### config.mk
export PLATFORM = sky130hd
export DESIGN_NAME = unpack_src_arbiter
export DESIGN_NICKNAME = d
export VERILOG_FILES = /design/src/rtl/unpack_pkg.sv /design/src/rtl/unpack_rr_pick.sv /design/src/rtl/unpack_src_arbiter.sv
export SDC_FILE = /design/constraint.sdc
export NUM_CORES = 1
export LEC_CHECK = 0
export CAP_MARGIN = 40
export CORE_ASPECT_RATIO = 0.75
export CORE_UTILIZATION = 36
export DETAILED_ROUTE_END_ITERATION = 16
export PLACE_DENSITY = 0.75
export SLEW_MARGIN = 10
export SYNTH_ARGS = -nofsm -noshare
export SYNTH_HDL_FRONTEND = slang
export SYNTH_HIERARCHICAL = 1
export SYNTH_SLANG_ARGS = --single-unit
### constraint.sdc
create_clock -name clk -period 2.4 [get_ports clk]
set_clock_uncertainty 0.1 [all_clocks]
set_input_delay 0.24 -clock clk [delete_from_list [all_inputs] [get_ports clk]]
set_output_delay 0.24 -clock clk [all_outputs]
set_load 0.03 [all_outputs]
### src/rtl/unpack_pkg.sv
// Shared definitions for the unpacker front end.
//   WORD_W      : width of one word fed to the unpacker
//   SYM_W       : width of one output symbol produced by the unpacker
//   word_t      : one unpacker input word
//   arb_state_t : packet lock state of the source arbiter
package unpack_pkg;

  localparam int WORD_W = 32;
  localparam int SYM_W  = 7;

  typedef logic [WORD_W-1:0] word_t;

  typedef enum logic {
    IDLE   = 1'b0,
    LOCKED = 1'b1
  } arb_state_t;

endpackage

### src/rtl/unpack_rr_pick.sv
// Rotating-priority picker. Starting at ptr+1 and wrapping around, returns
// the first index whose request bit is set.
//   req  : request vector, one bit per source
//   ptr  : index of the last winner (lowest priority this round)
//   pick : winning index (0 when no request)
//   any  : at least one request is present
module unpack_rr_pick #(
  parameter int N    = 4,
  parameter int ID_W = (N > 1) ? $clog2(N) : 1
) (
  input  logic [N-1:0]    req,
  input  logic [ID_W-1:0] ptr,
  output logic [ID_W-1:0] pick,
  output logic            any
);

  int              cand;
  logic [ID_W-1:0] idx;

  always_comb begin
    pick = '0;
    any  = 1'b0;
    cand = 0;
    idx  = '0;
    // Offsets 1..N visit every index once, ending on ptr itself.
    for (int i = 1; i <= N; i++) begin
      cand = (int'(ptr) + i) % N;
      idx  = ID_W'(cand);
      if (!any && req[idx]) begin
        any  = 1'b1;
        pick = idx;
      end
    end
  end

endmodule

### src/rtl/unpack_src_arbiter.sv
// Packet-level round-robin arbiter sharing one unpacker between NUM_SRC word
// sources. A source is granted on its first word and keeps the lock until its
// eop word is accepted. Words leave through a single registered output stage.
// A watchdog releases a lock whose source has gone quiet for TIMEOUT cycles.
//
// Handshake semantics (both sides): a word moves on a rising clk edge when
// valid and ready are both high in the preceding cycle. Valid never waits on
// ready. While dn_valid is high and dn_ready is low, dn_* hold stable.
//
// Ports:
//   clk, rst      : clock, asynchronous active-high reset
//   src_valid/src_data/src_sop/src_eop : per-source word inputs,
//                   source i data at src_data[i*WORD_W +: WORD_W]
//   src_ready     : per-source accept, at most one bit set
//   dn_valid/dn_data/dn_sop/dn_eop : registered word to the unpacker
//   dn_ready      : unpacker ready
//   dn_src_id     : source index of the word on dn_*
//   err_timeout   : one-cycle pulse when the watchdog releases a lock
//   err_src       : source released by the last watchdog event
module unpack_src_arbiter #(
  parameter int NUM_SRC = 4,
  parameter int WORD_W  = unpack_pkg::WORD_W,
  parameter int TIMEOUT = 64,
  localparam int ID_W   = $clog2(NUM_SRC)
) (
  input  logic                        clk,
  input  logic                        rst,
  input  logic [NUM_SRC-1:0]          src_valid,
  input  logic [NUM_SRC*WORD_W-1:0]   src_data,
  input  logic [NUM_SRC-1:0]          src_sop,
  input  logic [NUM_SRC-1:0]          src_eop,
  output logic [NUM_SRC-1:0]          src_ready,
  output logic                        dn_valid,
  output logic [WORD_W-1:0]           dn_data,
  output logic                        dn_sop,
  output logic                        dn_eop,
  input  logic                        dn_ready,
  output logic [ID_W-1:0]             dn_src_id,
  output logic                        err_timeout,
  output logic [ID_W-1:0]             err_src
);

  import unpack_pkg::*;

  localparam int WD_W = (TIMEOUT > 1) ? $clog2(TIMEOUT) : 1;
  localparam logic [WD_W-1:0] WD_LAST = (TIMEOUT > 0) ? WD_W'(TIMEOUT - 1) : '0;

  arb_state_t      state, state_nxt;
  logic [ID_W-1:0] rr_ptr;
  logic [ID_W-1:0] gnt;
  logic [ID_W-1:0] pick;
  logic [ID_W-1:0] xfer_idx;
  logic            any_req;
  logic            out_free;
  logic            src_xfer;
  logic            xfer_eop;
  logic            wd_expire;
  logic [WD_W-1:0] wd_cnt;

  unpack_rr_pick #(
    .N    (NUM_SRC),
    .ID_W (ID_W)
  ) u_pick (
    .req  (src_valid),
    .ptr  (rr_ptr),
    .pick (pick),
    .any  (any_req)
  );

  assign out_free = ~dn_valid | dn_ready;
  assign xfer_idx = (state == IDLE) ? pick : gnt;
  assign src_xfer = |(src_valid & src_ready);
  assign xfer_eop = src_eop[xfer_idx];

  // Expiry needs the granted source idle this cycle, so an eop transfer in
  // the same cycle always wins over the watchdog.
  assign wd_expire = (TIMEOUT != 0) && (state == LOCKED) &&
                     !src_valid[gnt] && (wd_cnt == WD_LAST);

  always_comb begin
    src_ready = '0;
    state_nxt = state;
    case (state)
      IDLE: begin
        // rst gating keeps src_ready low throughout reset.
        if (!rst && any_req && out_free) begin
          src_ready[pick] = 1'b1;
          if (!src_eop[pick]) state_nxt = LOCKED;
        end
      end
      LOCKED: begin
        src_ready[gnt] = out_free & ~rst;
        if (src_xfer && xfer_eop) state_nxt = IDLE;
        else if (wd_expire)       state_nxt = IDLE;
      end
      default: state_nxt = IDLE;
    endcase
  end

  always_ff @(posedge clk or posedge rst) begin
    if (rst) begin
      state       <= IDLE;
      rr_ptr      <= ID_W'(NUM_SRC - 1);
      gnt         <= '0;
      wd_cnt      <= '0;
      dn_valid    <= 1'b0;
      dn_data     <= '0;
      dn_sop      <= 1'b0;
      dn_eop      <= 1'b0;
      dn_src_id   <= '0;
      err_timeout <= 1'b0;
      err_src     <= '0;
    end else begin
      state <= state_nxt;

      if (state == IDLE && src_xfer) begin
        rr_ptr <= pick;
        gnt    <= pick;
      end

      // Restart on every accepted word (which also covers entering LOCKED);
      // only idle cycles of the granted source advance the count, so
      // downstream backpressure with a waiting word never trips it.
      if (state_nxt != LOCKED || src_xfer) wd_cnt <= '0;
      else if (!src_valid[gnt])           wd_cnt <= wd_cnt + 1'b1;

      if (src_xfer) begin
        dn_valid  <= 1'b1;
        dn_data   <= src_data[xfer_idx*WORD_W +: WORD_W];
        // The first word of a granted packet is always marked sop.
        dn_sop    <= (state == IDLE) | src_sop[xfer_idx];
        dn_eop    <= xfer_eop;
        dn_src_id <= xfer_idx;
      end else if (dn_ready) begin
        dn_valid  <= 1'b0;
      end

      err_timeout <= wd_expire;
      if (wd_expire) err_src <= gnt;
    end
  end

endmodule
==> metrics.txt, run 1 <==
outcome complete, but fails checks; violated checks negative setup slack; detailed placement HPWL roughly 8300 um; Num CTS Buffers 5; Period minus WS final 2654 ps; remaining global-route overflow 0; Non-Filler Instances 700; cell row count 30; share of the synthesized area in the top cell type 34.83%; post-synthesis sequential area ratio 36.32%; crit end category flip-flop; Initial Util 37.98%; Reg power frac 18.5%; leading post-synthesis cells by instance count nand2_1, dfrtp_1, a211oi_1, a31oi_1, mux2_4; biggest area contributors in the synthesized netlist dfrtp_1, mux2_4, nand2_1, a211oi_1, a31oi_1; RSZ-0062 raised after global routing true; headroom to the max-slew limit 59.18%; wire length of the first global-routing pass 17200 um; # DRC 0; total met3 wirelength after detailed routing 888 um; synthesized flop and latch total 51; number of global-route vias before repair 3582; drt first-iter violations 63; initial antenna violation count 0; wire length per cell after detailed routing 16.99 um; number of max-cap violations 0; classification of the worst setup path flip-flop to flip-flop; pin slew with the least headroom to its limit 612.3 ps; clock root buffer clkbuf_16; number of failing setup endpoints in the final timing report 50; number of hold violations in the final report 0; cell count after placement 674; TritonCTS clock tree built; cell count after synthesis 360; achievable frequency roughly 380 MHz; Main synth FF type dfrtp_1; peak supply drop 613.4 uV; fraction of layout cells with a size suffix above 1 approximately a quarter; maximum number of pins on one net before global-route repair 37; clock tree sinks 51; number of vias after detailed routing 3639; Detail Route met2 WL roughly 6000 um; Die X-Extent 116.2 um; post-route setup slack -254.4 ps; most area-hungry cell type in the Yosys netlist dfrtp_1; power density of the placed cells between 1000 and 1500 nW/um^2; required time of the worst setup path between 2000 and 2500 ps; Synth warnings 6; net switching power 3.816 mW; clock transition at the registers of the reported paths ~70 ps; diode count 0; Clk pwr share 8.1%; Tightest Hold Check Type primary input to asynchronous set/reset pin; total standard cell area after synthesis 3521 sq um; NumNets Final 715; Comb power frac between 70% and 80%; highest routed layer met4; number of I/O pins between 150 and 200; Total Die Area 10180 sq um; static leakage power around 2.6 nW; CP Data Arrival Time roughly 2700 ps; Port Buffers approximately 190; Die Span Y 87.65 um; proportion of register bits with asynchronous set or reset after synthesis 100.0%; final critical-path share of the clock period 110.6%; number of detailed-route iterations in the first pass 4; weighted congestion reported at the end of routability-driven placement 0.9467; design internal power 5.003 mW; largest fanout on the critical path 4; residual antenna-violating net count after detailed routing 0; mean area per synthesized cell 9.780 sq um; element type at the critical path start flip-flop; cell with the most instances after synthesis nand2_1; net count of the mapped netlist 504; number of synthesized flops with an enable pin 0; utilization after layout around 69%; met1 wire length 4869 um; Floorplan Core Area 9271 sq um; average vias per placed instance 5.199; Worst-Skew Late Latency 290 ps; Clock Tree Buf Depth 2; P&R area growth vs syn 81.13%; number of max-slew violations in the final report 0; switching power share of the total 43.27%; wire length after detailed routing 11890 um; gr usage total between 20% and 30%; number of H-tree levels 2; unique cell type count in the Yosys netlist 47
[registers in the layout, summed over array words and instances (netlist names), 2 cells and up]
signal,cells
err_src,2
gnt,2
rr_ptr,2
dn_data,32
dn_src_id,2
wd_cnt,6
[power groups by stage]
stage	registers (mW)	clock network, mW	logic [mW]
floorplan	2.14	0	3.09
global route	1.68	0.768	6.88
finish	1.63	0.714	6.47
global placement	1.60	0	5.37
CTS	1.61	0.730	6.01
detailed placement	1.60	0	5.51
[layout by cell type (no fill, tap or decap), drive strengths merged, types with 2 or more instances in the layout]
cell type / synthesis / routed
a211oi: 33 / 33
a21boi: 2 / 2
a21oi: 4 / 4
a31oi: 33 / 33
a32oi: 2 / 2
and2: 37 / 37
and2b: 2 / 2
buf: 18 / 48
clkbuf: 9 / 6
clkdlybuf4s50: 0 / 180
clkinv: 0 / 2
dfrtp: 49 / 49
dfstp: 2 / 2
inv: 4 / 4
mux2: 40 / 40
mux2i: 4 / 4
mux4: 3 / 3
nand2: 75 / 75
nand2b: 7 / 7
nor2: 4 / 4
nor3: 7 / 7
nor3b: 3 / 3
o21ai: 3 / 3
o32ai: 2 / 2
xnor2: 3 / 3
xor2: 2 / 2
[worst max-delay path, stage by stage, from the launching register on]
cell and delay [ps]:
dfstp_2 600, mux2i_2 280, o221ai_4 180, nand2b_4 200
o32ai_4 280, a32oi_2 140, buf_4 210, a21oi_4 200
mux2_2 360
[repair_timing]
item / 4_1_cts / 5_1_grt
gates cloned: 1 / 2
resized for setup: 27 / 36
setup endpoints to repair: 51 / 51
hold buffers: 0 / 0
pin swaps: 5 / 15
setup buffers: 10 / 5
[area by class of cell]
class / count / area, sq um
Clock buffer: 5 / 125.1
Inverter: 4 / 15.01
Fill cell: 698 / 2894
Sequential cell: 51 / 1279
Multi-Input combinational cell: 278 / 2370
Clock inverter: 3 / 25.02
Timing Repair Buffer: 231 / 2404
Tap cell: 128 / 160.2
[through the flow]
stage	power (mW)	setup WS [ps]	hold WS, ps	instance area [sq um]	setup TNS (ps)
floorplan	5.224	-11.23	376.5	3536	-388.4
CTS	8.354	-200.5	360.4	6101	-7681
detailed placement	7.108	-584.6	376.4	5693	-22880
global route	9.328	-323.4	407.8	6377	-12480
global placement	6.970	-378.8	371.0	5693	-16280
finish	8.819	-254.4	367.6	6377	-9220
[path summary, 6_finish.rpt]
kind | start | end | slack [ps] | cells after the start
max reg2reg | rr_ptr[1] | gnt[1] | -250 | 8
min reg2reg | err_src[1] | err_src[1] | 390 | 1
max | rr_ptr[1] | gnt[1] | -250 | 8
min in group clk | err_src[1] | err_src[1] | 390 | 1
max in group asynchronous | rst | rr_ptr[1] | 1230 | 4
min | rst | dn_valid | 370 | 3
[kinds of logic (layout without fill, tap and decap cells)]
logic type / Yosys count / count (layout) / synth area share [%]
compound gates: 83 / 83 / 17.13
xor+xnor: 5 / 5 / 1.244
fa+ha+maj: 1 / 1 / 0.3553
buf+inv: 31 / 243 / 5.117
flops: 51 / 51 / 36.32
mux: 47 / 47 / 19.37
simple gates: 142 / 142 / 20.47
[routing by layer]
layer	track usage, %	up-vias
li1	-	1721
met5	0	-
met1	24.82	1766
met4	4.429	0
met3	6.228	13
met2	40.91	139
(Power assumes the default switching activity.)
==> run 2, diff against run 1 <==
--- a/config.mk
+++ b/config.mk
@@ -7,7 +7,9 @@
 export LEC_CHECK = 0
 export CAP_MARGIN = 40
 export CORE_ASPECT_RATIO = 0.75
+export CORE_MARGIN = 5
 export CORE_UTILIZATION = 36
+export CTS_CLUSTER_SIZE = 8
 export DETAILED_ROUTE_END_ITERATION = 16
 export PLACE_DENSITY = 0.75
 export SLEW_MARGIN = 10
==> metrics.txt, run 2 (synthesis results as in run 1) <==
wire length after detailed routing 12960 um (+9.0%); number of global-route vias before repair 3855 (+7.6%); worst path cell trace buf_12, a21oi_2, a31oi_1, a21oi_1, buf_4, mux2_4, buf_12, buf_12, and2_4, a211oi_2, a31oi_1, mux2_4; launch instance of the worst register-to-register path rr_ptr[1]; top library cells by usage in the layout, fill and taps aside clkdlybuf4s50_1, nand2_1, dfrtp_1; Non-Filler Instances 710 (+1.4%); outcome complete, but fails checks; Num CTS Buffers 5 (unchanged); post-placement setup slack -508.9 ps (+75.73 ps); Clock Tree Buf Depth 2 (unchanged); number of I/O pins 187 (unchanged); Period minus WS final 2630 ps (-24.43 ps); critical path launch point rr_ptr[1]; detailed placement HPWL 8928 um (+7.2%); element type at the critical path start flip-flop; average vias per placed instance 5.231 (+0.62%); Die Span Y 95.65 um (+9.1%); max FFs per register 32 (unchanged); initial antenna violation count 0 (unchanged); wire length per cell after detailed routing 18.26 um (+7.5%); peak supply drop 568.4 uV (-7.3%); most common cell after layout, fill and taps aside clkdlybuf4s50_1; number of failing setup endpoints in the final timing report 49 (-2.0%); design internal power 5.480 mW (+9.5%); achievable frequency 380.2 MHz (+0.93%); crit end category flip-flop; required time of the worst setup path 2480 ps (about the same); post-route setup slack -230.0 ps (+24.43 ps); register ranked first by flip-flop count dn_data; RSZ-0062 raised after global routing true; Clk pwr share 7.3% (-0.8 points); most frequent cell on the critical path buf_12; Tightest Hold Check Type primary input to asynchronous set/reset pin; classification of the worst setup path flip-flop to flip-flop; clock transition at the registers of the reported paths 70 ps (about the same); remaining global-route overflow 0 (unchanged); Port Buffers 186 (unchanged); static leakage power 2.715 nW (+4.5%); gr usage total 19.25% (-2.6 points); cell row count 31 (+3.3%); maximum single-stage delay on the critical path 570 ps (-30 ps); Die X-Extent 124.2 um (+6.9%); largest fanout on the critical path 7 (+3); fraction of layout cells with a size suffix above 1 33.22% (+7.5 points); Reg power frac 16.9% (-1.6 points); clock tree sinks 51 (unchanged); cell count after placement 682 (+1.2%); residual antenna-violating net count after detailed routing 0 (unchanged); pin slew with the least headroom to its limit 527.1 ps (-85.25 ps); Worst-Skew Late Latency 290 ps (about the same); number of max-slew violations in the final report 0 (unchanged); CP Data Arrival Time 2710 ps (-20 ps); NumNets Final 721 (+0.84%); Total Die Area 11880 sq um (+17%); weighted congestion reported at the end of routability-driven placement 0.8587 (-9.3%); wire length of the first global-routing pass 18300 um (+6.4%); TritonCTS clock tree built; diode count 0 (unchanged); Comb power frac 75.8% (+2.4 points); violated checks negative setup slack; net switching power 4.024 mW (+5.4%); drt first-iter violations 106 (+68%); power density of the placed cells 1433 nW/um^2 (+3.6%); Total Power Consumption 9.504 mW (+7.8%); switching power share of the total 42.34% (-0.93 points); clock root buffer clkbuf_16; registers with the most flip-flops dn_data (32), wd_cnt (6); # DRC 0 (unchanged); final critical-path share of the clock period 109.6% (-1.0 points); number of detailed-route iterations in the first pass 6 (+2); P&R area growth vs syn 88.38%; number of H-tree levels 2 (unchanged); number of max-cap violations 0 (unchanged); headroom to the max-slew limit 64.81% (+5.6 points); hold_ws 322.0 ps (-45.60 ps); maximum number of pins on one net before global-route repair 39 (+5.4%); number of hold violations in the final report 0 (unchanged); number of vias after detailed routing 3714 (+2.1%); Crit-path slowest cell dfstp_2; Initial Util 36.60% (-1.4 points); Floorplan Core Area 9619 sq um (+3.8%); utilization after layout 68.95% (+0.17 points)
[run 2: cell count changes in the layout (fill, tap and decap cells not counted), moves of 2 or more]
cell and change:
a211oi_1 -21, a211oi_2 +21, and2_0 -4, and2_1 -17, and2_4 +21, buf_4 +4
clkbuf_16 +4, clkinv_4 -2, mux2_2 -5, mux2_4 +5, nor3_2 +2, nor3_4 -2
[run 2: critical path: cells and delay by family, from the launching register on]
family	cells	cell delay, ps
flops	1	570
compound gates	5	570
buf+inv	4	570
mux	2	560
simple gates	1	130
[run 2: timing repair]
action	4_1_cts	5_1_grt
cloned	1	5
gates resized for setup	49	56
buffers inserted	4	11
hold buffers	0	0
endpoints found under the setup margin	48	51
pin swaps	16	40
[run 2: cell type report]
type	count	area (sq um)
Fill cell	715	2987
Multi-Input combinational cell	278	2525
Timing Repair Buffer	237	2507
Sequential cell	51	1279
Tap cell	132	165.2
Clock buffer	6	128.9
Inverter	4	15.01
Clock inverter	2	12.51
[run 2: power groups by stage]
stage          Combinational (mW)  Sequential, mW  Clock (mW)
4_1_cts                      6.20            1.59       0.706
2_1_floorplan                3.09            2.14           0
5_1_grt                      7.64            1.66       0.741
3_3_place_gp                 5.53            1.58           0
3_5_place_dp                 5.66            1.58           0
6_report                     7.21            1.60       0.692
[run 2: per-layer routing]
layer  vias to the layer above  wire (um)  global-route usage (%)
met5                         -          0                       0
met4                         0        150                   3.737
met3                        14        987                   5.991
met2                       136       6564                   34.17
met1                      1834       5261                   23.12
li1                       1730          -                       -
[run 2: stage by stage]
stage                     setup TNS [ps]  area [sq um]
after detailed placement          -17640          5753
after global routing              -12190          6633
after floorplan                   -388.4          3536
final                              -8748          6633
after CTS                          -7164          6175
after global placement            -15050          5753
[run 2: worst paths after layout]
path                                     to  slack [ps]  cells past startpoint
worst max-delay path            dn_data[30]        -230                     12
worst min-delay path                 dn_sop         320                      2
worst max register to register  dn_data[30]        -230                     12
worst min register to register   err_src[0]         390                      1
max in group asynchronous         wd_cnt[5]        1260                      3
min in group clk                 err_src[0]         390                      1
==> run 3, diff against run 2 <==
--- a/config.mk
+++ b/config.mk
@@ -6,7 +6,7 @@
 export NUM_CORES = 1
 export LEC_CHECK = 0
 export CAP_MARGIN = 40
-export CORE_ASPECT_RATIO = 0.75
+export CORE_ASPECT_RATIO = 1.4
 export CORE_MARGIN = 5
 export CORE_UTILIZATION = 36
 export CTS_CLUSTER_SIZE = 8
==> metrics.txt, run 3 (synthesis results as in run 1) <==
outcome complete, but fails checks; violated checks negative setup slack; number of detailed-route iterations in the first pass 4 (-2); registers with the most flip-flops dn_data (32), wd_cnt (6); # DRC 0 (unchanged); RSZ-0062 raised after global routing true; classification of the worst setup path flip-flop to flip-flop; wire length per cell after detailed routing 17.95 um (-1.7%); wire length after detailed routing 12870 um (-0.74%); peak supply drop 647.1 uV (+14%); Tightest Hold Check Type primary input to asynchronous set/reset pin; number of vias after detailed routing 3668 (-1.2%); CP Data Arrival Time 2720 ps (about the same); Clock Tree Buf Depth 2 (unchanged); hold bufs inserted after CTS 0 (unchanged); residual antenna-violating net count after detailed routing 0 (unchanged); Initial Util 37.02% (+0.41 points); number of H-tree levels 2 (unchanged); remaining global-route overflow 0 (unchanged); Crit-path slowest cell dfstp_2; achievable frequency 383.4 MHz (+0.83%); fraction of layout cells with a size suffix above 1 26.84% (-6.4 points); number of max-cap violations 0 (unchanged); clock root buffer clkbuf_16; Total Die Area 11890 sq um (about the same); pin slew with the least headroom to its limit 639.2 ps (+112.2 ps); final critical-path share of the clock period 108.7% (-0.90 points); Total Neg Setup Slack -8578 ps (+170.0 ps); post-placement setup slack -522.4 ps (-13.46 ps); Period minus WS final 2608 ps (-21.54 ps); Die X-Extent 93.58 um (-25%); Floorplan Core Area 9512 sq um (-1.1%); number of hold violations in the final report 0 (unchanged); P&R area growth vs syn 82.30%; Worst-Skew Late Latency 290 ps (about the same); required time of the worst setup path 2510 ps (+30 ps); cell row count 42 (+35%); weighted congestion reported at the end of routability-driven placement 0.8945 (+4.2%); detailed placement HPWL 9635 um (+7.9%); initial antenna violation count 0 (unchanged); NumNets Final 728 (+0.97%); Port Buffers 186 (unchanged); clock tree sinks 51 (unchanged); number of failing setup endpoints in the final timing report 49 (unchanged); drt first-iter violations 91 (-14%); crit end category flip-flop; number of max-slew violations in the final report 0 (unchanged); number of global-route vias before repair 3914 (+1.5%); static leakage power 2.656 nW (-2.2%); clock transition at the registers of the reported paths 70 ps (about the same); max FFs per register 32 (unchanged); register ranked first by flip-flop count dn_data; Num CTS Buffers 5 (unchanged); element type at the critical path start flip-flop; power density of the placed cells 1380 nW/um^2 (-3.7%); gr usage total 21.11% (+1.9 points); largest fanout on the critical path 6 (-1); most common cell after layout, fill and taps aside clkdlybuf4s50_1; average vias per placed instance 5.116 (-2.2%); headroom to the max-slew limit 57.38% (-7.4 points); top library cells by usage in the layout, fill and taps aside clkdlybuf4s50_1, nand2_1, dfrtp_1; number of I/O pins 187 (unchanged); Die Span Y 127.0 um (+33%); wire length of the first global-routing pass 19670 um (+7.5%); maximum number of pins on one net before global-route repair 32 (-18%); maximum single-stage delay on the critical path 580 ps (about the same); diode count 0 (unchanged); worst path cell trace nand2b_4, a21oi_4, o221ai_4, buf_6, mux4_2, nor4bb_4, and2b_4, nor3_2; TritonCTS clock tree built; post-route setup slack -208.4 ps (+21.54 ps)
run 3: worst paths after layout:
kind                            cells past startpoint       start           end  slack, ps
max in group asynchronous                           3         rst     wd_cnt[0]       1370
min in group clk                                    1  err_src[0]    err_src[0]        390
worst max register to register                      8   rr_ptr[1]     wd_cnt[5]       -210
worst min-delay path                                2         rst  dn_src_id[1]        300
worst min register to register                      1  err_src[0]    err_src[0]        390
worst max-delay path                                8   rr_ptr[1]     wd_cnt[5]       -210
run 3: what timing repair did:
| item | CTS | global route |
|---|---|---|
| gates cloned | 2 | 0 |
| setup endpoints to repair | 51 | 51 |
| setup buffers | 18 | 5 |
| hold endpoints to repair | 0 | 0 |
| resized for setup | 44 | 13 |
| pin swaps | 18 | 10 |
run 3: power by group:
group          switching (mW)  total, mW  internal, mW
clock                   0.322      0.739         0.417
combinational            3.08       6.48          3.39
sequential              0.371       1.64          1.27
total                    3.78       8.86          5.08
run 3: worst max-delay path, delay by kind of cell, from the launching register on:
kind	cells	cell delay, ps
buffers and inverters	1	140
AO/OA/AOI/OAI	2	300
AND/OR/NAND/NOR	4	870
flip-flops	1	580
multiplexers	1	520
run 3: through the flow:
stage	area (sq um)	total power, mW	hold WS [ps]	std cells	utilization (%)
floorplan	3536	5.224	376.5	360	-
global placement	5751	7.087	368.6	685	60.46
detailed placement	5751	7.240	375.5	685	60.46
CTS	6321	8.694	295.5	712	66.46
global route	6419	9.379	350.1	717	67.48
finish	6419	8.857	300.8	717	67.48
run 3: layer usage:
metal	part of all wire, %	track usage (%)
met5	0	0
met4	3.3	8.248
met3	5.2	3.882
met2	54	39.39
met1	37	23.30
run 3: area by class of cell:
class	count	area, sq um
Clock buffer	6	138.9
Multi-Input combinational cell	278	2330
Inverter	4	15.01
Tap cell	132	165.2
Fill cell	750	3093
Sequential cell	51	1279
Clock inverter	2	16.27
Timing Repair Buffer	244	2475
